$ cat config.mk
export PLATFORM = sky130hd
export DESIGN_NAME = pc_ctrl_flat
export DESIGN_NICKNAME = d
export VERILOG_FILES = /design/src/rtl/tb4004_pkg.sv /design/src/rtl/pc_ctrl_if.sv /design/src/rtl/pc_addr_calc.sv /design/src/rtl/pc_ctrl.sv /design/src/flat_wrapper.sv
export SDC_FILE = /design/constraint.sdc
export NUM_CORES = 1
export LEC_CHECK = 0
export ABC_AREA = 1
export CORE_ASPECT_RATIO = 0.8
export CORE_MARGIN = 4
export CORE_UTILIZATION = 47
export DETAILED_ROUTE_END_ITERATION = 10
export PLACE_DENSITY = 0.86
export SLEW_MARGIN = 20
export SYNTH_ARGS = -nofsm -noshare
export SYNTH_HDL_FRONTEND = slang
export SYNTH_SLANG_ARGS = --single-unit
$ cat constraint.sdc
create_clock -name clk -period 2.8 [get_ports clk]
set_clock_uncertainty 0.15 [all_clocks]
set_input_delay 0.42 -clock clk [delete_from_list [all_inputs] [get_ports clk]]
set_output_delay 0.42 -clock clk [all_outputs]
set_load 0.02 [all_outputs]
$ cat src/rtl/tb4004_pkg.sv
// Shared definitions for the 4004 program-counter sequencer: op codes,
// fault codes, FSM state encoding and the PC/SP widths.
package tb4004_pkg;

  localparam int PC_W = 12;
  localparam int SP_W = 3;

  localparam logic [2:0] OP_INC1 = 3'd0;
  localparam logic [2:0] OP_INC2 = 3'd1;
  localparam logic [2:0] OP_JUN  = 3'd2;
  localparam logic [2:0] OP_JMS  = 3'd3;
  localparam logic [2:0] OP_BBL  = 3'd4;
  localparam logic [2:0] OP_JCN  = 3'd5;
  localparam logic [2:0] OP_JIN  = 3'd6;
  localparam logic [2:0] OP_RSVD = 3'd7;

  localparam logic [1:0] FLT_NONE = 2'b00;
  localparam logic [1:0] FLT_OVF  = 2'b01;
  localparam logic [1:0] FLT_UNF  = 2'b10;

  typedef enum logic [1:0] {
    ST_IDLE     = 2'd0,
    ST_POP_WAIT = 2'd1,
    ST_HALT     = 2'd2
  } state_t;

endpackage

$ cat src/rtl/pc_ctrl_if.sv
// Command handshake between the instruction decoder (master) and the
// PC sequencer (slave).
interface pc_ctrl_if #(
  parameter int PC_W = tb4004_pkg::PC_W
);
  logic            cmdValid;
  logic            cmdReady;
  logic [2:0]      cmdOp;
  logic [PC_W-1:0] cmdAddr;

  modport master (output cmdValid, output cmdOp, output cmdAddr, input cmdReady);
  modport slave  (input cmdValid, input cmdOp, input cmdAddr, output cmdReady);
endinterface

$ cat src/rtl/pc_addr_calc.sv
// Combinational next-PC candidate for every op code, plus the pc+2 return
// address. All arithmetic wraps modulo 2**PC_W.
module pc_addr_calc #(
  parameter int PC_W = tb4004_pkg::PC_W
) (
  input  logic [PC_W-1:0] pc,
  input  logic [2:0]      cmdOp,
  input  logic [PC_W-1:0] cmdAddr,
  output logic [PC_W-1:0] nextPc,
  output logic [PC_W-1:0] pcPlus2
);
  import tb4004_pkg::*;

  logic [PC_W-1:0] pcPlus1;

  assign pcPlus1 = pc + PC_W'(1);
  assign pcPlus2 = pc + PC_W'(2);

  // BBL falls to pc+1, which is exactly the underflow fallback.
  always_comb begin
    // NOTE: default first so no path leaves nextPc unassigned (no latch).
    nextPc = pcPlus1;
    case (cmdOp)
      OP_INC2:        nextPc = pcPlus2;
      OP_JUN, OP_JMS: nextPc = cmdAddr;
      OP_JCN:         nextPc = {pcPlus2[PC_W-1:8], cmdAddr[7:0]};
      OP_JIN:         nextPc = {pcPlus1[PC_W-1:8], cmdAddr[7:0]};
      default:        nextPc = pcPlus1;
    endcase
  end

endmodule

$ cat src/rtl/pc_ctrl.sv
// 4004 program-counter sequencer driving the call/return stack.
// Optional: PC_CTRL_FAULT_HALT_EN makes any stack fault park the FSM in HALT.
module pc_ctrl #(
  parameter int PC_W = tb4004_pkg::PC_W,
  parameter int SP_W = tb4004_pkg::SP_W
) (
  input  logic            clk,
  input  logic            rst,
  pc_ctrl_if.slave        cmd,
  output logic [PC_W-1:0] pc,
  output logic            stkPush,
  output logic            stkPop,
  output logic [PC_W-1:0] stkPcIn,
  input  logic [PC_W-1:0] stkPcOut,
  input  logic [SP_W-1:0] stkSp,
  output logic            fault,
  output logic [1:0]      faultCode
);
  import tb4004_pkg::*;

  state_t          state;
  logic            ready;
  logic [PC_W-1:0] nextPc;
  logic [PC_W-1:0] pcPlus2;
  logic            accept, isJms, isBbl, spFull, spEmpty, ovf, unf;

  pc_addr_calc #(.PC_W(PC_W)) u_calc (
    .pc      (pc),
    .cmdOp   (cmd.cmdOp),
    .cmdAddr (cmd.cmdAddr),
    .nextPc  (nextPc),
    .pcPlus2 (pcPlus2)
  );

  assign cmd.cmdReady = ready;
  assign accept  = cmd.cmdValid && ready;
  assign isJms   = (cmd.cmdOp == OP_JMS);
  assign isBbl   = (cmd.cmdOp == OP_BBL);
  assign spFull  = (stkSp == {SP_W{1'b1}});
  assign spEmpty = (stkSp == '0);
  assign ovf     = isJms && spFull;
  assign unf     = isBbl && spEmpty;

  // Depth pre-check keeps strobes off a full/empty stack; reset masks both.
  assign stkPush = !rst && accept && isJms && !spFull;
  assign stkPop  = !rst && accept && isBbl && !spEmpty;
  assign stkPcIn = pcPlus2;

  // NOTE: non-blocking assignments for all state so every register samples
  // pre-edge values regardless of statement order.
  always_ff @(posedge clk or posedge rst) begin
    if (rst) begin
      state     <= ST_IDLE;
      ready     <= 1'b1;
      pc        <= '0;
      fault     <= 1'b0;
      faultCode <= FLT_NONE;
    end else begin
      case (state)
        ST_IDLE: begin
          if (accept) begin
            if (ovf || unf) begin
              fault <= 1'b1;
              if (!fault) faultCode <= ovf ? FLT_OVF : FLT_UNF;
`ifdef PC_CTRL_FAULT_HALT_EN
              state <= ST_HALT;
              ready <= 1'b0;
`else
              pc    <= nextPc;
`endif
            end else if (isBbl) begin
              state <= ST_POP_WAIT;
              ready <= 1'b0;
            end else begin
              pc <= nextPc;
            end
          end
        end
        ST_POP_WAIT: begin
          // Stack output is registered: popped address is valid now.
          pc    <= stkPcOut;
          state <= ST_IDLE;
          ready <= 1'b1;
        end
        ST_HALT: ready <= 1'b0;
        default: begin
          state <= ST_IDLE;
          ready <= 1'b1;
        end
      endcase
    end
  end

endmodule

$ cat src/flat_wrapper.sv
// flat-port wrapper written by rule: the top's interface ports become plain ports
module pc_ctrl_flat import tb4004_pkg::*;
#(
  parameter int PC_W = tb4004_pkg::PC_W,
  parameter int SP_W = tb4004_pkg::SP_W
)
  (clk, rst, pc, stkPush, stkPop, stkPcIn, stkPcOut, stkSp, fault, faultCode, cmd_cmdValid, cmd_cmdOp, cmd_cmdAddr, cmd_cmdReady);
  pc_ctrl_if #(.PC_W(PC_W)) cmd_i ();
  input  logic clk;
  input  logic rst;
  output logic [PC_W-1:0] pc;
  output logic stkPush;
  output logic stkPop;
  output logic [PC_W-1:0] stkPcIn;
  input  logic [PC_W-1:0] stkPcOut;
  input  logic [SP_W-1:0] stkSp;
  output logic fault;
  output logic [1:0] faultCode;
  input wire logic [$bits(cmd_i.cmdValid)-1:0] cmd_cmdValid;
  input wire logic [$bits(cmd_i.cmdOp)-1:0] cmd_cmdOp;
  input wire logic [$bits(cmd_i.cmdAddr)-1:0] cmd_cmdAddr;
  output wire logic [$bits(cmd_i.cmdReady)-1:0] cmd_cmdReady;
  assign cmd_i.cmdValid = cmd_cmdValid;
  assign cmd_i.cmdOp = cmd_cmdOp;
  assign cmd_i.cmdAddr = cmd_cmdAddr;
  assign cmd_cmdReady = cmd_i.cmdReady;
  pc_ctrl #(.PC_W(PC_W), .SP_W(SP_W)) u_core (.clk(clk), .rst(rst), .cmd(cmd_i), .pc(pc), .stkPush(stkPush), .stkPop(stkPop), .stkPcIn(stkPcIn), .stkPcOut(stkPcOut), .stkSp(stkSp), .fault(fault), .faultCode(faultCode));
endmodule
# ---- Yosys cells after proc, flatten, opt, wreduce, memory -nomap -nowiden
# Cells that the tools add are included.
dict set report totals {
  wordCells 57
  regBits 18
}
dict set report op_classes {
  add_sub_neg 2
  reduce_logical 21
  bitwise_logic 2
  n_mux 14
  eq_ne 13
}
# op count
set op_table {}
lappend op_table {{$pmux W12 S4} 1}
lappend op_table {{$mux W12} 3}
lappend op_table {{$pmux W12 S2} 1}
lappend op_table {{$add A12 B1 Y12 const B} 1}
lappend op_table {{$add A12 B2 Y12 const B} 1}
lappend op_table {{$eq A3 B3 Y1 const B} 4}
lappend op_table {{$reduce_and A3 Y1} 3}
lappend op_table {{$logic_and A1 B1 Y1} 8}
lappend op_table {{$mux W2} 4}
lappend op_table {{$reduce_and A4 Y1} 2}
lappend op_table {{$eq A3 B2 Y1 const B} 2}
lappend op_table {{$ne A2 B1 Y1 const B} 2}
lappend op_table {{$pmux W2 S2} 1}
lappend op_table {{$eq A3 B1 Y1 const B} 1}
lappend op_table {{$logic_not A1 Y1} 3}
lappend op_table {{$logic_not A3 Y1} 1}
lappend op_table {{$mux W1} 3}
lappend op_table {{$ne A3 B3 Y1 const B} 1}
lappend op_table {{$eq A2 B1 Y1 const B} 1}
lappend op_table {{$eq A2 B2 Y1 const B} 1}
lappend op_table {{$logic_not A2 Y1} 1}
lappend op_table {{$ne A2 B2 Y1 const B} 1}
lappend op_table {{$not A1 Y1} 2}
lappend op_table {{$pmux W1 S2} 1}
lappend op_table {{other kinds (3)} 3}

# ---- Depth between registers and ports, before layout
dict set report logic_depth {
  word_depth 7
  mapped_depth 11
  depth_no_buf 10
}

# ---- Cells and area by module
# A second synthesis with hierarchy kept.
dict set report unflattened {
  cells_unflattened 242
  area_unflattened_um2 1659.1
}
# mod area_per_inst_um2 n_inst seq_area_each_um2 cells_each
set modules_own_cells {}
lappend modules_own_cells {pc_ctrl 965.9 1 426.7 102}
lappend modules_own_cells {pc_addr_calc 693.2 1 0.0 140}

# ---- Worst setup path before layout
# No wires, ideal clock.
dict set report synth_path {
  path_kind {input -> output}
  from {in rst}
  to {out stkPush}
  slack_ps 596
  required_time_ps 2230
  path_buffers 0
  arrival_time_ps 1634
  cell_stages 3
  cell_sequence {inv_1 -> nand2_1 -> nor4_1}
}
dict set report synth_between {
  elab_chain_cells 4
}
# element line_no
set synth_lines {}
lappend synth_lines {{start, declared} flat_wrapper.sv:10} ;# input logic rst;
lappend synth_lines {{$logic_not A1 Y1} pc_ctrl.sv:45} ;# assign stkPush = !rst && accept && isJms && !spFull;
lappend synth_lines {{$logic_and A1 B1 Y1 (3 in a row)} pc_ctrl.sv:45}
lappend synth_lines {{end, declared} flat_wrapper.sv:12} ;# output logic stkPush;
# No other way between the ends.

# ---- Final worst setup path
dict set report layout_path {
  from {reg u_core.pc[3]}
  to {out stkPcIn[11]}
}
dict set report layout_between {
  elab_chain_cells 1
}
# element line_no
set layout_lines {}
lappend layout_lines {{start, declared} pc_ctrl.sv:10} ;# output logic [PC_W-1:0] pc,
lappend layout_lines {{start signal, assigned} pc_ctrl.sv:69} ;# pc <= nextPc;
lappend layout_lines {{start signal, assigned} pc_ctrl.sv:75} ;# pc <= nextPc;
lappend layout_lines {{start signal, assigned} pc_ctrl.sv:81} ;# pc <= stkPcOut;
lappend layout_lines {{$add A12 B2 Y12} pc_addr_calc.sv:17} ;# assign pcPlus2 = pc + PC_W'(2);
lappend layout_lines {{end, declared} flat_wrapper.sv:14} ;# output logic [PC_W-1:0] stkPcIn;
# No other way between the ends.

==> flow_summary.ini <==
[synthesis]
netlist_area_um2 = 1580
ys_ff_latch = 17
synthesis.instances = 260
yosysSeqAreaShare = 0.270
avgSynthCellArea_um2 = 6.09
ys_types = 35
yosys_warnings = 0
synth_fp_nets = 296

[timing]
rsz0062_at_grt = no
setup_viol = 0
post-route-min-period_ns = 2.66
fin_tns_setup_ns = 0
hold_violations = 0
max_slew_margin = 0.746
fin_crit_sh = 0.952
fmax_mhz = 375
drv_slew = 0
max_slew.worst_pin.slew_ns = 0.381
fin_ws_ns = 0.135

[layout]
nets = 360
seqCellArea_um2 = 427
layout_commonest_cell = nand2_1
final_cell_mix = 85 x nand2_1, 62 x clkdlybuf4s50_1, 33 x inv_1
syn_to_final_growth_pct = 44.2
fillers = 272
drive_above_1_share = 0.0650
n_antenna_cell = 0
postLayoutCoreUtil = 0.724
multi_input_area_um2 = 980

[grt]
first_global_vias = 1632
grt_overflow = 0
grt_max_degree = 18
grt_pass1_wl_mm = 7.39
grt_usage = 0.216
antenna_found_initial = 0

[cts]
clk_latency_ns = 0.25
hold_buffers = 0
numCtsBuffers = 3
tritoncts = done
cts_setup_buffers = 0
clock_path_buffers = 2
cts-root-buf = clkbuf_8
cts_resized = 0
clk_pin_slew_worst_paths_ns = 0.07
htree_levels = 1
clkSinkCount = 17

[critical_path]
ff2ff_setup_slack_ns = 0.99
critPathSlowestCell = clkdlybuf4s50_1
crit_fanout = 8
crit_path_frequent_cell = nand2_1
required_ns = 2.23
cp-end-kind = output port
worstPathArrival_ns = 2.09
worstSetupStartpointType = flop
path_cells = nand2_1 -> inv_1 -> nand2_1 -> nor2_1 -> nand2_1 -> nand2_1 -> and2_1 -> clkdlybuf4s50_1
cp_slowest_stage_delay_ns = 0.60
path_class = reg -> out

[placement]
io_buffers = 62
place_congestion = 0.899
pre_cts_slack_ns = 0.151
dp_hpwl_mm = 3.57

[run_status]
status = complete, no violations

[pwr]
p_total_uw = 669
intPower_uw = 460
seq_power_share = 0.405
switching_share = 0.312
power_density_nw_per_um2 = 293
p_leak_nw = 1.10
p_switching_uw = 209
pwr-share-clk = 0.285
ir_drop_mv = 0.182
p_comb_frac = 0.309

[routing]
top_layer = met4
final_antenna_net_count = 0
viasPerCell = 5.07
wl_per_cell_um = 12.5
dr.first_iter.drc_count = 120
wirelength_mm = 4.55
met3WireLength_um = 461
routed-via-count = 1842
drc = 0
met1_length_mm = 2.05
dr.pass1.iters = 4
met2_length_mm = 2.01

[floorplanning]
dieArea_um2 = 4370
fp.dieW_um = 72.9
rows = 18
core_um2 = 3150
num_io_pins = 63
start_util = 0.502
die_h_um = 59.9

[worst_hold_path]
worstHoldPathType = in -> async

[job]
max_cap_viol_count = 0
## sequential cells by signal (all words and copies together), names as in the netlist
name and count:
u_core.pc 12, u_core.fault 1, u_core.state 1, u_core.cmd.cmdReady 1, u_core.faultCode 2
## cell families after synthesis
kind of cell / after synthesis / share of synthesized area
AOI/OAI and AO/OA: 31 / 0.108
xor gates and xnor gates: 7 / 0.0387
adders and majority gates: 3 / 0.0237
buffers and inverters: 42 / 0.111
DFF: 17 / 0.270
and+or+nand+nor: 160 / 0.448
## critical path, delay by kind of cell (launching register included)
kind	cells	cell delay, ns
buf+inv	2	0.70
flops	1	0.49
simple gates	6	0.63
## layout make-up
cell class | instances | share of cell area
clock buffer | 4 | 0.0197
sequential | 17 | 0.187
inverter | 36 | 0.0603
timing repair buffer | 65 | 0.282
tap | 40 | 0.0219
multi-input combinational | 201 | 0.429
## power by group through the flow
stage                     Sequential [mW]  Clock (mW)  Combinational [mW]
after detailed placement            0.276           0               0.206
after floorplan                     0.282           0              0.0962
after global placement              0.275           0               0.205
after CTS                           0.271       0.193               0.208
after global routing                0.273       0.202               0.226
final                               0.271       0.191               0.207
## per-layer routing
| layer | vias up | global-route usage |
|---|---|---|
| li1 | 957 | - |
| met1 | 799 | 0.303 |
| met2 | 81 | 0.351 |
| met3 | 5 | 0.0437 |
| met4 | 0 | 0.0342 |
| met5 | - | 0 |
## stage by stage
step / cell area [um^2] / hold slack, ns / instances
after floorplan: 1580 / 0.204 / 260
after global placement: 2240 / 0.317 / 359
after detailed placement: 2240 / 0.332 / 359
after CTS: 2280 / 0.352 / 363
after global routing: 2280 / 0.384 / 363
final: 2280 / 0.351 / 363
## worst paths after layout
kind	from	to	cells after the start
min in group clk	u_core.faultCode[1]	u_core.faultCode[1]	2
min reg2reg	u_core.faultCode[1]	u_core.faultCode[1]	2
min	rst	u_core.pc[8]	3
max in group asynchronous	rst	u_core.cmd.cmdReady	3
max	u_core.pc[3]	stkPcIn[11]	8
max reg2reg	u_core.state[0]	u_core.pc[10]	5
## cell usage after synthesis
library cell,n,share of area
nor3_2,1,0.0063
xor2_1,6,0.033
nand3_1,27,0.085
a21oi_1,10,0.032
nand3_2,1,0.0063
xnor2_1,1,0.0055
ha_1,3,0.024
o21ai_0,9,0.028
o211ai_1,5,0.024
buf_4,2,0.0095
inv_2,1,0.0024
nor2_2,2,0.0079
inv_4,1,0.0040
nand2_4,1,0.0071
o22ai_1,1,0.0040
nor3_1,1,0.0032
nand2_1,85,0.20
o21bai_1,1,0.0047
nand2_2,3,0.012
or2_2,3,0.012
inv_1,33,0.078
clkinv_1,1,0.0024
buf_6,1,0.0071
dfstp_2,1,0.017
or2_0,1,0.0040
nor2_1,25,0.059
and2_1,2,0.0079
o21ai_1,5,0.016
nand3b_1,1,0.0047
nor2_4,1,0.0071
nor4_1,1,0.0040
buf_2,1,0.0032
clkbuf_1,2,0.0047
dfrtp_1,16,0.25
nand4_1,5,0.020
Note: power is estimated with default switching activity, not from simulation.
